<file path="src/rtl/adc_multi_capture.sv">
// adc_multi_capture: lock-step N-channel serial ADC capture into a sample buffer.
// Ports: start/stop/mode/trig_en/trig/n_samples/ch_mask control, sdo in,
//        cs_n/sclk to ADCs, buf_we/buf_addr/buf_din write port, busy/done/
//        wrapped/sample_cnt status.
module adc_multi_capture #(
    parameter int NCH    = 2,
    parameter int DW     = 12,
    parameter int FRAME  = 16,
    parameter int CLKDIV = 4,
    parameter int AW     = 12
) (
    input  logic           clk,
    input  logic           rst_n,
    input  logic           start,
    input  logic           stop,
    input  logic           mode,
    input  logic           trig_en,
    input  logic           trig,
    input  logic [AW-1:0]  n_samples,
    input  logic [NCH-1:0] ch_mask,
    input  logic [NCH-1:0] sdo,
    output logic [NCH-1:0] cs_n,
    output logic [NCH-1:0] sclk,
    output logic           buf_we,
    output logic [AW-1:0]  buf_addr,
    output logic [DW-1:0]  buf_din,
    output logic           busy,
    output logic           done,
    output logic           wrapped,
    output logic [AW-1:0]  sample_cnt
);

    localparam int DCW = (CLKDIV > 1) ? $clog2(CLKDIV) : 1;
    localparam int BCW = (FRAME > 1) ? $clog2(FRAME) : 1;
    localparam int CW  = (NCH > 1) ? $clog2(NCH) : 1;

    typedef enum logic [2:0] {
        IDLE, WAIT_TRIG, CONV, QUIET, STORE, CHECK
    } state_t;

    state_t state_q, state_d;

    logic                    mode_q;
    logic                    trig_en_q;
    logic                    stop_q;
    logic [AW-1:0]           n_q;
    logic [NCH-1:0]          mask_q;
    logic [DCW-1:0]          div_cnt;
    logic [BCW-1:0]          bit_cnt;
    logic                    hi;
    logic [CW-1:0]           ch_idx;
    logic [AW-1:0]           wr_ptr;
    logic [NCH-1:0][DW-1:0]  sh;

    logic          div_wrap;
    logic          bit_last;
    logic          go;
    logic          fin;
    logic          zero_shot;
    logic [CW-1:0] first_ch;
    logic [CW-1:0] nxt_ch;
    logic          has_nxt;
    logic          conv;

    assign div_wrap  = (div_cnt == DCW'(CLKDIV - 1));
    assign bit_last  = (bit_cnt == BCW'(FRAME - 1));
    assign zero_shot = !mode && (n_samples == '0);

    // Lowest enabled channel, and the next enabled one above ch_idx.
    always_comb begin
        first_ch = '0;
        nxt_ch   = '0;
        has_nxt  = 1'b0;
        for (int i = NCH - 1; i >= 0; i--) begin
            if (mask_q[i]) first_ch = CW'(i);
            if (mask_q[i] && (i > int'(ch_idx))) begin
                nxt_ch  = CW'(i);
                has_nxt = 1'b1;
            end
        end
    end

    always_ff @(posedge clk or negedge rst_n) begin
        if (!rst_n) state_q <= IDLE;
        else        state_q <= state_d;
    end

    always_comb begin
        state_d = state_q;
        go      = 1'b0;
        fin     = 1'b0;
        unique case (state_q)
            IDLE: begin
                if (start && (|ch_mask)) begin
                    go = 1'b1;
                    if (!zero_shot)
                        state_d = trig_en ? WAIT_TRIG : CONV;
                end
            end
            WAIT_TRIG: begin
                if (stop) begin
                    fin     = 1'b1;
                    state_d = IDLE;
                end else if (trig) begin
                    state_d = CONV;
                end
            end
            CONV: begin
                if (div_wrap && hi && bit_last) state_d = QUIET;
            end
            QUIET: begin
                if (div_wrap) state_d = STORE;
            end
            STORE: begin
                if (!has_nxt) state_d = CHECK;
            end
            CHECK: begin
                if ((!mode_q && (sample_cnt == n_q)) || stop_q || stop) begin
                    fin     = 1'b1;
                    state_d = IDLE;
                end else begin
                    state_d = trig_en_q ? WAIT_TRIG : CONV;
                end
            end
            default: state_d = IDLE;
        endcase
    end

    always_ff @(posedge clk or negedge rst_n) begin
        if (!rst_n) begin
            mode_q     <= 1'b0;
            trig_en_q  <= 1'b0;
            stop_q     <= 1'b0;
            n_q        <= '0;
            mask_q     <= '0;
            div_cnt    <= '0;
            bit_cnt    <= '0;
            hi         <= 1'b1;
            ch_idx     <= '0;
            wr_ptr     <= '0;
            sh         <= '0;
            busy       <= 1'b0;
            done       <= 1'b0;
            wrapped    <= 1'b0;
            sample_cnt <= '0;
        end else begin
            done <= 1'b0;
            if (go) begin
                mode_q     <= mode;
                trig_en_q  <= trig_en;
                n_q        <= n_samples;
                mask_q     <= ch_mask;
                stop_q     <= 1'b0;
                wr_ptr     <= '0;
                sample_cnt <= '0;
                wrapped    <= 1'b0;
                busy       <= !zero_shot;
                done       <= zero_shot;
            end
            if (stop && (state_q inside {CONV, QUIET, STORE, CHECK}))
                stop_q <= 1'b1;
            if (fin) begin
                done <= 1'b1;
                busy <= 1'b0;
            end
            // hi is forced high outside CONV so sclk never glitches
            // when the state changes.
            if (state_d != CONV)      hi <= 1'b1;
            else if (state_q != CONV) hi <= 1'b0;
            else if (div_wrap)        hi <= ~hi;
            if ((state_q == CONV) || (state_q == QUIET))
                div_cnt <= div_wrap ? '0 : div_cnt + 1'b1;
            else
                div_cnt <= '0;
            if (state_q != CONV)
                bit_cnt <= '0;
            else if (div_wrap && hi)
                bit_cnt <= bit_last ? '0 : bit_cnt + 1'b1;
            // Shift on the clk that ends the low half: sclk rises next.
            if ((state_q == CONV) && div_wrap && !hi) begin
                for (int i = 0; i < NCH; i++)
                    sh[i] <= {sh[i][DW-2:0], sdo[i]};
            end
            if (state_q == QUIET)
                ch_idx <= first_ch;
            else if ((state_q == STORE) && has_nxt)
                ch_idx <= nxt_ch;
            if (state_q == STORE) begin
                wr_ptr <= wr_ptr + 1'b1;
                if (mode_q && (&wr_ptr)) wrapped <= 1'b1;
                if (!has_nxt) sample_cnt <= sample_cnt + 1'b1;
            end
        end
    end

    assign conv     = (state_q == CONV);
    assign cs_n     = ~(mask_q & {NCH{conv}});
    assign sclk     = ~(mask_q & {NCH{conv && !hi}});
    assign buf_we   = (state_q == STORE);
    assign buf_addr = wr_ptr;
    assign buf_din  = buf_we ? sh[ch_idx] : '0;

endmodule

</file>
<file path="config.mk">
export PLATFORM = sky130hd
export DESIGN_NAME = adc_multi_capture
export DESIGN_NICKNAME = d
export VERILOG_FILES = /design/src/rtl/adc_multi_capture.sv
export SDC_FILE = /design/constraint.sdc
export NUM_CORES = 1
export LEC_CHECK = 0
export CORE_ASPECT_RATIO = 1.25
export CORE_MARGIN = 5
export CORE_UTILIZATION = 30
export DETAILED_ROUTE_END_ITERATION = 8
export PLACE_DENSITY = 0.5
export SLEW_MARGIN = 10
export SYNTH_ARGS = -nofsm -noshare
export SYNTH_HDL_FRONTEND = slang
export SYNTH_SLANG_ARGS = --single-unit
</file>
<file path="constraint.sdc">
create_clock -name clk -period 2.3 [get_ports clk]
set_input_delay 0.345 -clock clk [delete_from_list [all_inputs] [get_ports clk]]
set_output_delay 0.345 -clock clk [all_outputs]
set_load 0.02 [all_outputs]
</file>
; Word level (Yosys, flattened, before mapping)
; Index checks and enable logic that the tools add are counted.
[totals]
register_bits = 79
output_inout_bits = 44
wordCells = 114
[classes]
addsub = 4
order_cmp = 2
n_eq_ne = 10
muxes = 46
n_bitwise = 5
n_reduce_logical = 30
[ops]
columns = op, n
row1 = $mux 12, 8
row2 = $add 12x1->12 const B, 2
row3 = $mux 1, 21
row4 = $mux 3, 7
row5 = $pmux 3 s6, 1
row6 = $eq 12x12->1, 1
row7 = $logic_and 1x1->1, 12
row8 = $logic_not 12->1, 1
row9 = $mux 4, 3
row10 = $reduce_and 12->1, 1
row11 = $mux 2, 5
row12 = $reduce_bool 2->1, 5
row13 = $eq 3x2->1 const B, 2
row14 = $eq 3x3->1 const B, 2
row15 = $ne 3x2->1 const B, 2
row16 = $add 4x1->4 const B, 1
row17 = $and 2x2->2, 2
row18 = $eq 4x4->1 const B, 1
row19 = $logic_not 1->1, 4
row20 = $not 2->2, 2
row21 = $reduce_bool 4->1, 1
row22 = $eq 3x1->1 const B, 1
row23 = $logic_not 3->1, 1
row24 = $logic_or 1x1->1, 3
row25 = 8 further kinds, 8

; Logic depth before layout (Yosys ltp)
; Gate-level depths: netlist of run 1.
[logic_depth]
depth_word = 8
mapped_depth = 9

; Worst setup path after synthesis of run 1
; No wires, ideal clock.
[synth_timing]
path_type = reg2out
startpoint = register state_q[1]
endpoint = output port buf_din[10]
t_arrival_ns = 1.692
required_time_ns = 1.955
path_slack_ns = 0.263
stages_incl_launch_ff = 7
cell_sequence = dfrtp_1 buf_4 or3b_1 buf_6 clkbuf_1 buf_1 nor2_1
[synth_between]
elab_chain_cells = 2
[synth_lines]
columns = element, line
row1 = "start, declared", 41  ; state_t state_q, state_d;
row2 = "start signal, assigned", 85  ; else state_q <= state_d;
row3 = $eq 3x3->1, 199  ; assign buf_we = (state_q == STORE);
row4 = $mux 12, 201  ; assign buf_din = buf_we ? sh[ch_idx] : '0;
row5 = "end, declared", 26  ; output logic [DW-1:0] buf_din,
; Every way passes these cells.

; Worst setup path in the final report of run 1
[layout_timing]
startpoint = register state_q[2]
endpoint = output port sclk[1]
[layout_between]
elab_chain_cells = 4
[layout_lines]
columns = element, line
row1 = $eq 3x2->1, 196  ; assign conv = (state_q == CONV);
row2 = $logic_and 1x1->1, 198  ; assign sclk = ~(mask_q & {NCH{conv && !hi}});
row3 = $and 2x2->2, 198
row4 = $not 2->2, 198
row5 = "end, declared", 23  ; output logic [NCH-1:0] sclk,
; Every way passes these cells.

==> flow_summary.toml, run 1 <==
[timing]
relSlewSlack_pct = 64.6
drv_slew = 0
timing.hold.ws_ns = -0.00606
finalSetupViolCount = 0
rsz0062_at_grt = "false"
worstMarginPinSlew_ns = 0.527
max_freq_mhz = 451
timing.final.crit_share_pct = 96.5
hold_viol = 5
min_period_ns = 2.22
skew_ns = 0.00891
fin_setup_tns_ns = 0

[detailed_routing]
drtIter0Drc = 193
num_vias = 3039
routed_wl_um = 9450
ant_nets = 0
firstDrtPassIters = 4
drc_errors = 0
viasPerCell = 4.77
wl_per_cell_um = 14.8

[pwr]
comb_power_share_pct = 29.3
swShare_pct = 33.0
peakVddDrop_mv = 0.416
power.leakage_nw = 2.42
p_int_mw = 3.20
power_density_nw_per_um2 = 947
seqPwrFrac_pct = 42.1
p_clk_share_pct = 28.6
switchingPower_mw = 1.58

[layout]
mostFrequentLayoutCell = "nand2_1"
antennaDiodeCount = 0
design_area_um2 = 5050
fillerInstances = 1273
final_cell_mix = "nand2_1, dfrtp_1, clkdlybuf4s50_1"
drive_gt1_share_pct = 14.1
final_net_count = 493
layout-area-overhead-vs-synth_pct = 29.8

[die]
die_y_um = 137
core_area_um2 = 12700
die_x_um = 112
ios = 67
initial_core_util_pct = 30.6
row_count = 46
dieArea_um2 = 15400

[critical_path]
critical_path_class = "reg2out"
rr_worst_depth = 8
cp_data_required_time_ns = 1.96
rr_endpoint = "hi"
reg2reg_from = "state_q[2]"
rrSetupSlack_ns = 0.21
start_kind = "register"
path_max_fanout = 8
worstPathArrival_ns = 1.87
worstSetupEndpointType = "output pin"

[placed_design]
io_buffers = 66
gp_congestion = 0.772
place_area_um2 = 4780
dp_hpwl_um = 7000

[status]
status = "complete, but fails checks"
failed_checks = "negative hold slack"

[synthesis]
async_flop_share_pct = 100
syn_inst = 393
ys_warn_count = 0
synth_top_cell_area_share_pct = 50.2
avgSynthCellArea_um2 = 9.90
synthTopCellsByArea = "dfrtp_1, nand2_1, mux2_2"
syn_nets = 420
ys_ff_latch = 79
syn_area_um2 = 3890
synth_flop_cell = "dfrtp_1"
ys_types = 53
synth-edff-count = 0
ys_seq_area_share_pct = 50.9
yosys.area.top_type = "dfrtp_1"

[cts]
root_buffer = "clkbuf_16"
cts_buffers = 9
cts_resized = 16
cts_tree = "built"
ctsHtreeMaxLevel = 3
worstSkewPairLatency_ns = 0.33
cts_hold_buf = 0
clk_pin_slew_ns = 0.06
ctsLongestPathBuffers = 2
post_cts_buffers = 0
clkSinkCount = 79

[global_route]
antenna_found_initial = 0
grt_usage_pct = 12.7
grt.overflow.total = 0
grt_max_degree = 42
grt_pass1_vias = 3070
grt_pass1_wl_um = 15600

[job]
drv_cap = 0

[hold_path]
hold_class = "in2async"
## how the worst max path moves through the flow
stage                       startpoint          end  slack, ns  cells after the start
final                       state_q[2]      sclk[1]       0.08                      4
after global routing        state_q[2]      sclk[1]     0.0003                      4
after CTS                   state_q[2]      cs_n[1]       0.06                      5
after detailed placement  n_samples[3]   state_q[1]       0.07                      6
after global placement    n_samples[3]   state_q[1]       0.06                      6
after floorplan             state_q[1]  buf_din[10]       0.26                      6
## sequential cells by signal (all words and copies together) (netlist names)
signal	flops
bit_cnt	4
buf_addr	12
busy	1
ch_idx	1
div_cnt	2
done	1
hi	1
mask_q	2
mode_q	1
n_q	12
sample_cnt	12
sh	24
state_q	3
stop_q	1
trig_en_q	1
wrapped	1
## power groups by stage
stage	sequential (mW)	combinational, mW	clock [mW]
detailed placement	2.05	1.44	0
finish	2.01	1.40	1.37
CTS	2.02	1.43	1.40
global placement	2.04	1.43	0
global route	2.07	1.56	1.46
floorplan	2.00	0.908	0
## worst max-delay path, cell delays in order, from the launching register on
cell	delay, ns
dfrtp_2	0.45
or3b_2	0.55
nor2_4	0.16
nand2_1	0.06
dlygate4sd2_1	0.32
## logic make-up after synthesis
family | Yosys count | share of synthesized area (%)
simple gates | 175 | 20.8
flops | 79 | 50.9
buf+inv | 23 | 3.41
xor+xnor | 15 | 3.38
mux | 41 | 11.3
compound gates | 56 | 8.97
fa+ha+maj | 4 | 1.29
## through the flow
stage / worst slack [ns] / hold WS [ns] / instances / power (mW) / utilization [%]
CTS: 0.0581 / 0.0153 / 637 / 4.86 / 39.6
finish: 0.0811 / -0.00606 / 637 / 4.78 / 39.7
global placement: 0.0609 / 0.368 / 623 / 3.47 / 37.6
detailed placement: 0.0704 / 0.370 / 623 / 3.48 / 37.6
global route: 0.000339 / 0.0311 / 637 / 5.09 / 39.7
floorplan: 0.263 / 0.0494 / 393 / 2.91 / -
## Yosys cell counts (2+ instances only)
master	count
a21oi_1	9
a22o_1	2
a311oi_1	2
a31oi_1	5
and3_1	5
and4_1	2
buf_1	2
buf_2	7
buf_4	2
buf_6	4
clkbuf_1	4
dfrtp_1	78
ha_1	4
inv_1	3
mux2_2	24
mux2i_1	17
nand2_1	82
nand2b_1	2
nand3_1	20
nand4_1	3
nor2_1	34
nor3_1	8
nor4_1	3
o211ai_1	2
o21ai_0	24
o2bb2ai_1	2
o31ai_1	3
or2_2	2
xnor2_1	2
xor2_1	13
## cell type report
cell class | count | area (µm²) | share of cell area, %
Timing Repair Buffer | 81 | 782 | 15.5
Sequential cell | 79 | 1980 | 39.2
Clock inverter | 4 | 48.8 | 0.967
Clock buffer | 10 | 229 | 4.54
Tap cell | 168 | 210 | 4.16
Inverter | 4 | 15.0 | 0.297
Multi-Input combinational cell | 291 | 1780 | 35.3
## layer usage
metal | share of wire (%) | global-route usage (%) | routed length, µm
met1 | 44 | 15.3 | 4120
met2 | 50 | 22.0 | 4740
met3 | 4.6 | 3.30 | 431
met4 | 1.6 | 4.19 | 152
met5 | 0 | 0 | 0
Power figures use the tool's default switching activity.
==> run 2, diff against run 1 <==
--- a/config.mk
+++ b/config.mk
@@ -10,7 +10,7 @@
 export CORE_UTILIZATION = 30
 export DETAILED_ROUTE_END_ITERATION = 8
 export PLACE_DENSITY = 0.5
-export SLEW_MARGIN = 10
+export SLEW_MARGIN = 15
 export SYNTH_ARGS = -nofsm -noshare
 export SYNTH_HDL_FRONTEND = slang
 export SYNTH_SLANG_ARGS = --single-unit
==> results of run 2 <==
The final DEF is identical to that of run 1; final timing and power are the same.
==> run 3, diff against run 2 <==
--- a/config.mk
+++ b/config.mk
@@ -9,6 +9,7 @@
 export CORE_MARGIN = 5
 export CORE_UTILIZATION = 30
 export DETAILED_ROUTE_END_ITERATION = 8
+export GPL_TIMING_DRIVEN = 0
 export PLACE_DENSITY = 0.5
 export SLEW_MARGIN = 15
 export SYNTH_ARGS = -nofsm -noshare
==> flow_summary.toml, run 3 (synthesized netlist as in run 1, its figures left out) <==
[pwr]
power_density_nw_per_um2 = 964
power.leakage_nw = 2.47
p_total_mw = 5.02
peakVddDrop_mv = 0.430

[hold_path]
hold_class = "reg2reg"
worstHoldPathCells = 1

[cts]
cts_tree = "built"
ctsLongestPathBuffers = 2
worstSkewPairLatency_ns = 0.34
ctsHtreeMaxLevel = 3
cts_buffers = 9
clk_pin_slew_ns = 0.06
root_buffer = "clkbuf_16"
clkSinkCount = 79

[critical_path]
crit_family = "buffers and inverters"
rr_worst_depth = 9
cp.depth = 7
crit_buf_inv = 5
worstSetupEndpointType = "output pin"
worstPathArrival_ns = 1.91
start_kind = "register"
max_stage_delay_ns = 0.37
path_max_fanout = 10
worstPathCellList = "buf_6, or3b_1, buf_6, clkbuf_16, buf_12, nor2_1, buf_4"
critical_path_class = "reg2out"
cp_data_required_time_ns = 1.96
crit_top_cell = "buf_6"
cp_slowest_cell = "dfrtp_1"

[global_route]
grt_pass1_vias = 3178
grt_usage_pct = 13.9
grt.overflow.total = 0
grt_max_degree = 54
antenna_found_initial = 0
grt_pass1_wl_um = 16800

[detailed_routing]
wl_per_cell_um = 15.5
num_vias = 3083
wl_met2_um = 5030
viasPerCell = 4.76
routed_wl_um = 10000
route.met3.wl_um = 498
highest_layer = "met4"
drc_errors = 0
wl_met1_um = 4390
firstDrtPassIters = 4
drtIter0Drc = 180
ant_nets = 0

[layout]
largest_reg_flops = 24
final_net_count = 503
final_cell_mix = "nand2_1, dfrtp_1, clkdlybuf4s50_1"
fillerInstances = 1268
antennaDiodeCount = 0
finish.utilization_pct = 40.9
top_register = "sh"
mostFrequentLayoutCell = "nand2_1"
layout-area-overhead-vs-synth_pct = 33.8
drive_gt1_share_pct = 19.6

[timing]
relSlewSlack_pct = 58.1
min_period_ns = 2.26
worstMarginPinSlew_ns = 0.628
rsz0062_at_grt = "true"
drv_slew = 0
finalSetupViolCount = 0
max_freq_mhz = 443
skew_ns = 0.00655
hold_viol = 0
timing.final.crit_share_pct = 98.1

[placed_design]
gp_congestion = 0.772
io_buffers = 66
dp_hpwl_um = 7330

[die]
die_x_um = 112
core_area_um2 = 12700
initial_core_util_pct = 30.6
row_count = 46
ios = 67
die_y_um = 137
dieArea_um2 = 15400

[job]
drv_cap = 0

[status]
status = "finished, final reports clean"
-- run 3: cell count changes in the layout (fill, tap and decap cells not counted), sizes merged, moves of 2 or more --
cell | before | now
buf | 16 | 34
clkbuf | 10 | 15
clkdlybuf4s15 | 0 | 3
clkinv | 3 | 1
dlygate4sd2 | 15 | 2
dlymetal6s2s | 2 | 0
-- run 3: layer usage --
| layer | up-vias | track usage, % |
|---|---|---|
| met3 | 9 | 4.17 |
| met2 | 63 | 23.6 |
| met4 | 0 | 4.80 |
| met5 | - | 0 |
| li1 | 1528 | - |
| met1 | 1483 | 16.9 |
-- run 3: path summary, 6_finish.rpt --
path / from / endpoint / slack [ns]
worst max-delay path: state_q[1] / buf_din[3] / 0.04
min in group asynchronous: rst_n / n_q[3] / 0.48
worst min register to register: div_cnt[0] / div_cnt[0] / 0.43
max in group asynchronous: rst_n / hi / 1.18
worst max register to register: state_q[1] / buf_addr[10] / 0.25
worst min-delay path: div_cnt[0] / div_cnt[0] / 0.43
-- run 3: cell type report --
cell class | instances | area (µm²) | share of cell area (%)
plain buffers | 18 | 156 | 3.00
clock buffers | 12 | 267 | 5.12
clock inverters | 3 | 65.1 | 1.25
inverters | 4 | 15.0 | 0.288
multi-input cells | 291 | 1800 | 34.6
flip-flops and latches | 79 | 1980 | 38.0
well taps | 168 | 210 | 4.04
repair buffers | 73 | 709 | 13.6
-- run 3: power by group --
| group | total (mW) | switching [mW] | internal, mW |
|---|---|---|---|
| clock | 1.59 | 0.560 | 1.03 |
| sequential | 2.01 | 0.300 | 1.71 |
| combinational | 1.42 | 0.759 | 0.662 |
-- run 3: through the flow --
stage,instance area (µm²),hold slack [ns],TNS [ns],setup slack [ns],std cells
after detailed placement,4790,0.309,-6.28,-0.532,628
after floorplan,3890,0.0494,0,0.263,393
after global routing,5200,0.472,-0.0719,-0.0164,648
after CTS,5180,0.443,-0.00407,-0.00190,647
after global placement,4760,0.426,-172.71,-2.13,627
final,5200,0.434,0,0.0431,648
-- run 3: timing repair --
| item | 4_1_cts | 5_1_grt |
|---|---|---|
| hold endpoints to repair | 26 | 0 |
| hold buffers | 1 | 0 |
| gates resized for setup | 82 | 8 |
| pin swaps | 0 | 1 |
| endpoints found under the setup margin | 17 | 41 |
| cloned | 0 | 0 |
| buffers inserted | 3 | 2 |
